[src/rtl/ex_stage_pkg.sv]
// Shared opcodes, result classes and bundle types for the execute stage.
// The iterative multiplier is built only when HILO_MULT_EN is defined.
package ex_stage_pkg;

  localparam logic [7:0] EXE_NOP_OP   = 8'b00000000;
  localparam logic [7:0] EXE_AND_OP   = 8'b00100100;
  localparam logic [7:0] EXE_OR_OP    = 8'b00100101;
  localparam logic [7:0] EXE_XOR_OP   = 8'b00100110;
  localparam logic [7:0] EXE_NOR_OP   = 8'b00100111;
  localparam logic [7:0] EXE_SLL_OP   = 8'b01111100;
  localparam logic [7:0] EXE_SRL_OP   = 8'b00000010;
  localparam logic [7:0] EXE_SRA_OP   = 8'b00000011;
  localparam logic [7:0] EXE_MFHI_OP  = 8'b00010000;
  localparam logic [7:0] EXE_MTHI_OP  = 8'b00010001;
  localparam logic [7:0] EXE_MFLO_OP  = 8'b00010010;
  localparam logic [7:0] EXE_MTLO_OP  = 8'b00010011;
  localparam logic [7:0] EXE_MULT_OP  = 8'b00011000;
  localparam logic [7:0] EXE_MULTU_OP = 8'b00011001;

  localparam logic [2:0] EXE_RES_NOP   = 3'b000;
  localparam logic [2:0] EXE_RES_LOGIC = 3'b001;
  localparam logic [2:0] EXE_RES_SHIFT = 3'b010;
  localparam logic [2:0] EXE_RES_MOVE  = 3'b011;

  typedef enum logic [1:0] {
    MUL_IDLE = 2'b00,
    MUL_BUSY = 2'b01,
    MUL_DONE = 2'b10
  } mul_state_e;

  typedef struct packed {
    logic [4:0]  wd;
    logic        wreg;
    logic [31:0] wdata;
  } ex_mem_t;

  function automatic logic [31:0] mag32(
    input logic [31:0] x,
    input logic        sgn
  );
    return (sgn && x[31]) ? (~x + 32'd1) : x;
  endfunction

endpackage

[src/rtl/ex_stage_mult_iter.sv]
// 32-step shift-add multiplier; signed operands run on magnitudes.
// done pulses on the final step, with product valid in that cycle.
module mult_iter
  import ex_stage_pkg::*;
(
  input  logic        clk,
  input  logic        rst,
  input  logic        start,
  input  logic        signed_op,
  input  logic [31:0] a,
  input  logic [31:0] b,
  output logic        busy,
  output logic        done,
  output logic [63:0] product
);

  mul_state_e  state_q, state_d;
  logic [4:0]  count_q, count_d;
  logic [63:0] acc_q, acc_d;
  logic [31:0] mcand_q, mcand_d;
  logic [31:0] mplier_q, mplier_d;
  logic        neg_q, neg_d;
  logic [63:0] acc_step;

  assign acc_step = acc_q + (mplier_q[count_q]
                    ? ({32'd0, mcand_q} << count_q)
                    : 64'd0);

  always_comb begin
    state_d  = state_q;
    count_d  = count_q;
    acc_d    = acc_q;
    mcand_d  = mcand_q;
    mplier_d = mplier_q;
    neg_d    = neg_q;
    busy     = 1'b0;
    done     = 1'b0;
    product  = neg_q ? (~acc_step + 64'd1) : acc_step;
    unique case (state_q)
      MUL_IDLE: begin
        if (start) begin
          busy     = 1'b1;
          mcand_d  = mag32(a, signed_op);
          mplier_d = mag32(b, signed_op);
          neg_d    = signed_op & (a[31] ^ b[31]);
          acc_d    = '0;
          count_d  = '0;
          state_d  = MUL_BUSY;
        end
      end
      MUL_BUSY: begin
        busy    = 1'b1;
        acc_d   = acc_step;
        count_d = count_q + 5'd1;
        if (count_q == 5'd31) begin
          done    = 1'b1;
          state_d = MUL_DONE;
        end
      end
      MUL_DONE: state_d = MUL_IDLE;
      default:  state_d = MUL_IDLE;
    endcase
  end

  always_ff @(posedge clk) begin
    if (rst) begin
      state_q  <= MUL_IDLE;
      count_q  <= '0;
      acc_q    <= '0;
      mcand_q  <= '0;
      mplier_q <= '0;
      neg_q    <= 1'b0;
    end else begin
      state_q  <= state_d;
      count_q  <= count_d;
      acc_q    <= acc_d;
      mcand_q  <= mcand_d;
      mplier_q <= mplier_d;
      neg_q    <= neg_d;
    end
  end

endmodule

[src/rtl/ex_stage.sv]
// Execute stage: logic/shift/HI-LO moves, owns HI/LO, feeds EX/MEM.
// HILO_MULT_EN adds the iterative MULT/MULTU unit and its stall.
module ex_stage
  import ex_stage_pkg::*;
(
  input  logic        clk,
  input  logic        rst,
  input  logic [7:0]  aluop_i,
  input  logic [2:0]  alusel_i,
  input  logic [31:0] reg1_i,
  input  logic [31:0] reg2_i,
  input  logic [4:0]  wd_i,
  input  logic        wreg_i,
  output logic [4:0]  ex_wd_o,
  output logic        ex_wreg_o,
  output logic [31:0] ex_wdata_o,
  output logic [4:0]  mem_wd_o,
  output logic        mem_wreg_o,
  output logic [31:0] mem_wdata_o,
  output logic        stallreq_o
);

  logic [31:0] hi_q, hi_d;
  logic [31:0] lo_q, lo_d;
  ex_mem_t     mem_q, mem_d;
  logic [31:0] result;
  logic        stall;
  logic        mul_done;
  logic [63:0] mul_prod;

`ifdef HILO_MULT_EN
  logic mul_start;
  logic mul_signed;

  assign mul_start  = (aluop_i == EXE_MULT_OP) ||
                      (aluop_i == EXE_MULTU_OP);
  assign mul_signed = (aluop_i == EXE_MULT_OP);

  mult_iter u_mult (
    .clk       (clk),
    .rst       (rst),
    .start     (mul_start),
    .signed_op (mul_signed),
    .a         (reg1_i),
    .b         (reg2_i),
    .busy      (stall),
    .done      (mul_done),
    .product   (mul_prod)
  );
`else
  assign stall    = 1'b0;
  assign mul_done = 1'b0;
  assign mul_prod = '0;
`endif

  always_comb begin
    result = '0;
    unique case (1'b1)
      alusel_i == EXE_RES_LOGIC: begin
        case (aluop_i)
          EXE_OR_OP:  result = reg1_i | reg2_i;
          EXE_AND_OP: result = reg1_i & reg2_i;
          EXE_XOR_OP: result = reg1_i ^ reg2_i;
          EXE_NOR_OP: result = ~(reg1_i | reg2_i);
          default:    result = '0;
        endcase
      end
      alusel_i == EXE_RES_SHIFT: begin
        case (aluop_i)
          EXE_SLL_OP: result = reg2_i << reg1_i[4:0];
          EXE_SRL_OP: result = reg2_i >> reg1_i[4:0];
          EXE_SRA_OP:
            result = 32'($signed(reg2_i) >>> reg1_i[4:0]);
          default:    result = '0;
        endcase
      end
      alusel_i == EXE_RES_MOVE: begin
        case (aluop_i)
          EXE_MFHI_OP: result = hi_q;
          EXE_MFLO_OP: result = lo_q;
          default:     result = '0;
        endcase
      end
      default: result = '0;
    endcase
  end

  // Upstream is frozen while the multiplier runs, so no MTHI/MTLO can collide.
  always_comb begin
    hi_d = hi_q;
    lo_d = lo_q;
    if (mul_done) begin
      {hi_d, lo_d} = mul_prod;
    end else if (aluop_i == EXE_MTHI_OP) begin
      hi_d = reg1_i;
    end else if (aluop_i == EXE_MTLO_OP) begin
      lo_d = reg1_i;
    end
  end

  always_comb begin
    mem_d = '0;
    if (!stall) begin
      mem_d.wd    = wd_i;
      mem_d.wreg  = wreg_i;
      mem_d.wdata = result;
    end
  end

  always_ff @(posedge clk) begin
    if (rst) begin
      hi_q  <= '0;
      lo_q  <= '0;
      mem_q <= '0;
    end else begin
      hi_q  <= hi_d;
      lo_q  <= lo_d;
      mem_q <= mem_d;
    end
  end

  assign ex_wd_o     = wd_i;
  assign ex_wreg_o   = wreg_i & ~stall;
  assign ex_wdata_o  = result;
  assign mem_wd_o    = mem_q.wd;
  assign mem_wreg_o  = mem_q.wreg;
  assign mem_wdata_o = mem_q.wdata;
  assign stallreq_o  = stall;

endmodule
[config.mk]
export PLATFORM = sky130hd
export DESIGN_NAME = ex_stage
export DESIGN_NICKNAME = d
export VERILOG_FILES = /design/src/rtl/ex_stage_pkg.sv /design/src/rtl/ex_stage_mult_iter.sv /design/src/rtl/ex_stage.sv
export SDC_FILE = /design/constraint.sdc
export NUM_CORES = 1
export LEC_CHECK = 0
export ABC_AREA = 1
export CELL_PAD_IN_SITES_DETAIL_PLACEMENT = 0
export CELL_PAD_IN_SITES_GLOBAL_PLACEMENT = 1
export CORE_MARGIN = 2
export CORE_UTILIZATION = 41
export CTS_BUF_LIST = sky130_fd_sc_hd__clkbuf_2
export DETAILED_ROUTE_END_ITERATION = 12
export GPL_TIMING_DRIVEN = 0
export PLACE_DENSITY = 0.93
export SLEW_MARGIN = 20
export SYNTH_ARGS = -nofsm -noshare
export SYNTH_HDL_FRONTEND = slang
export SYNTH_SLANG_ARGS = --single-unit
[constraint.sdc]
create_clock -name clk -period 7.9 [get_ports clk]
set_clock_uncertainty 0.2 [all_clocks]
set_input_delay 2.37 -clock clk [delete_from_list [all_inputs] [get_ports clk]]
set_output_delay 2.37 -clock clk [all_outputs]
set_load 0.005 [all_outputs]
==> flow_summary.toml <==
[outcome]
outcome = "finished, final reports clean"

[floorplanning]
dieArea_um2 = 24900
core-area_um2 = 23300
die_w_um = 158
initial_utilization_pct = 41.6
rows = 56
ios = 160
die_h_um = 158

[final_layout]
design_area_um2 = 12000
num-nets-final = 1999
area_growth_pct = 23.5
drive_above_1_share_pct = 7.17
instances_no_fill = 2175

[sta]
slew-limit-headroom_pct = 51.1
clock.fmax_ghz = 0.127
rsz0062_at_grt = "yes"
timing.final.ws_setup_ns = 0.0152
hold_viol = 0
drv_slew = 0
worst_pin_slew_ns = 0.733
finalSetupViolCount = 0
fin_crit_sh_pct = 99.8
fin_crit_ns = 7.88

[power_and_ir_drop]
p_int_mw = 0.701
power_density_nw_per_um2 = 99.0
p_sw_mw = 0.484
power_frac_comb_pct = 34.8
clock_power_share_pct = 21.2
pwr-share-seq_pct = 44.1
ir_worst_vdd_mv = 0.0658
p_leak_nw = 5.39
swShare_pct = 40.8

[synth]
synth-main-ff-cell = "dfxtp_1"
synth_top_area_share_pct = 21.1
syn_inst = 1675
yosysMostFrequentCell = "nand2_1"
yosysSeqAreaShare_pct = 21.1
synthTopCellsByArea = "dfxtp_1, nand3_1, nand2_1, ha_1, nor2_1"
synth.avg_cell_area_um2 = 5.79
synth.largest_area_cell = "dfxtp_1"
synth-seq-cells = 102
yosysWarnings = 0
synthTopCellsByCount = "nand2_1, nand3_1, nor2_1"
synth_area_um2 = 9700
ys_async_sr_fraction_pct = 0
synth_edf_count = 0
yosysUniqueCellTypes = 34
syn_nets = 1824

[placed_design]
dp_cells = 2152
port_buffers = 157
gp_routability_congestion = 1.11
dp_hpwl_um = 41500
postPlaceCellArea_um2 = 11700
pre_cts_slack_ns = -0.323

[setup_path]
rr_worst_depth = 4
ff2ff_setup_slack_ns = 6.39
startpoint_type = "input pin"
crit_path_end_kind = "primary output"
crit-reg2reg-launch = "lo_q[13]"
required_ns = 5.33
crit_type = "in -> out"
crit_arrival_ns = 5.31
worstPathMaxFanout = 10
r2r-end = "mem_wdata_o[13]"

[drt]
routed_wirelength_um = 51600
drc = 0
vias = 12900
vias_per_cell = 5.94
firstDrtPassIters = 8
postRouteAntennaNets = 0
drt-initial-drc-count = 1679
post_drt_wl_per_cell_um = 23.7

[grt]
overflow = 0
grt_usage_pct = 40.6
grt_max_degree = 20
grt_pass1_vias = 11700
grt_pass1_wl_um = 73800
antenna_found_initial = 1

[clock_network]
cts_tree = "built"
clk_latency_ns = 0.62
clk_pin_slew_ns = 0.29
htree_levels = 3
cts_max_path_buffers = 2
cts_sinks = 102
root_buffer = "clkbuf_2"
cts-buffers-inserted = 9

[min_path]
min_to = "lo_q[24]"
min_from = "lo_q[24]"
worstHoldPathCells = 2
hold_class = "reg -> reg"

[run]
drv_cap = 0
-- placed cells by master (no fill, tap or decap), drive strengths merged --
cell,instances
o21a,1
o21ai,62
nand2,468
a21oi,86
nor3,6
dfxtp,102
nand3,357
buf,62
clkinv,5
nand4,14
o211ai,5
ha,66
nor2,213
conb,1
a31oi,1
dlymetal6s2s,1
o21bai,2
and2,6
nor4,1
clkbuf,70
a211oi,64
inv,103
nand3b,1
clkinvlp,1
and3,1
clkdlybuf4s50,156
diode,1
-- worst max-delay path by stage --
stage | to | slack, ns | depth (start not counted) | startpoint
4_1_cts | ex_wdata_o[24] | -0.01 | 13 | reg1_i[2]
3_3_place_gp | ex_wdata_o[28] | -0.32 | 14 | reg1_i[1]
3_5_place_dp | ex_wdata_o[28] | -0.32 | 14 | reg1_i[1]
5_1_grt | ex_wdata_o[24] | -0.02 | 15 | reg1_i[0]
6_report | ex_wdata_o[24] | 0.02 | 11 | reg1_i[2]
2_1_floorplan | ex_wdata_o[2] | 1.57 | 11 | reg1_i[2]
-- flip-flops by register name, indices dropped and copies added, names as in the netlist --
name and flops:
hi_q 32, mem_wdata_o 32, mem_wd_o 5, lo_q 32
mem_wreg_o 1
-- critical path, cell delays in order --
cell	delay (ns)
clkdlybuf4s50_1	0.57
buf_2	0.22
buf_2	0.28
buf_2	0.36
nand3_1	0.19
o211ai_1	0.16
nand3_1	0.15
nand3_1	0.22
nand2_1	0.17
nand2_1	0.10
clkdlybuf4s50_1	0.51
-- per-layer routing --
| layer | vias to the layer above | part of all wire, % | global-route usage (%) |
|---|---|---|---|
| met2 | 805 | 45 | 65.4 |
| li1 | 5942 | - | - |
| met4 | 0 | 7.2 | 25.5 |
| met3 | 185 | 9.7 | 6.82 |
| met5 | - | 0 | 0 |
| met1 | 5988 | 38 | 50.4 |
-- power groups by stage --
stage	combinational [mW]	clock [mW]	sequential (mW)
2_1_floorplan	0.200	0	0.531
3_3_place_gp	0.385	0	0.531
3_5_place_dp	0.384	0	0.531
4_1_cts	0.389	0.253	0.522
5_1_grt	0.434	0.270	0.523
6_report	0.412	0.251	0.522
-- cells by family after synthesis --
| group | count (synthesis) | synth area share (%) |
|---|---|---|
| and+or+nand+nor | 1067 | 47.7 |
| other | 1 | 0.0387 |
| adders and majority gates | 66 | 8.52 |
| DFF | 102 | 21.1 |
| AOI/OAI and AO/OA | 221 | 13.3 |
| buffers and inverters | 218 | 9.43 |
-- final cells by class --
type	count	area [um2]
antenna	1	2.50
clock inverter	7	65.1
tap	319	399
multi-input combinational	1355	6810
sequential	102	2040
clock buffer	9	45.0
inverter	102	388
timing repair buffer	164	1640
fill	2520	11400
buffer	116	587
-- metrics by stage --
step           power [mW]  TNS [ns]  utilization, %  hold WS [ns]
6_report             1.19         0            51.3         0.308
5_1_grt              1.23   -0.0230            51.3         0.327
4_1_cts              1.16   -0.0135            50.7         0.310
3_5_place_dp        0.915     -2.55            50.1         0.282
3_3_place_gp        0.916     -3.76            50.0         0.279
2_1_floorplan       0.731         0               -         0.271
-- repair_timing --
item                       CTS  global route
pin swaps                    0             5
buffers inserted             0             6
resized for setup           21            50
setup endpoints to repair   25            30
gates cloned                 0             0
hold buffers                 0             0
(Power assumes the default switching activity.)
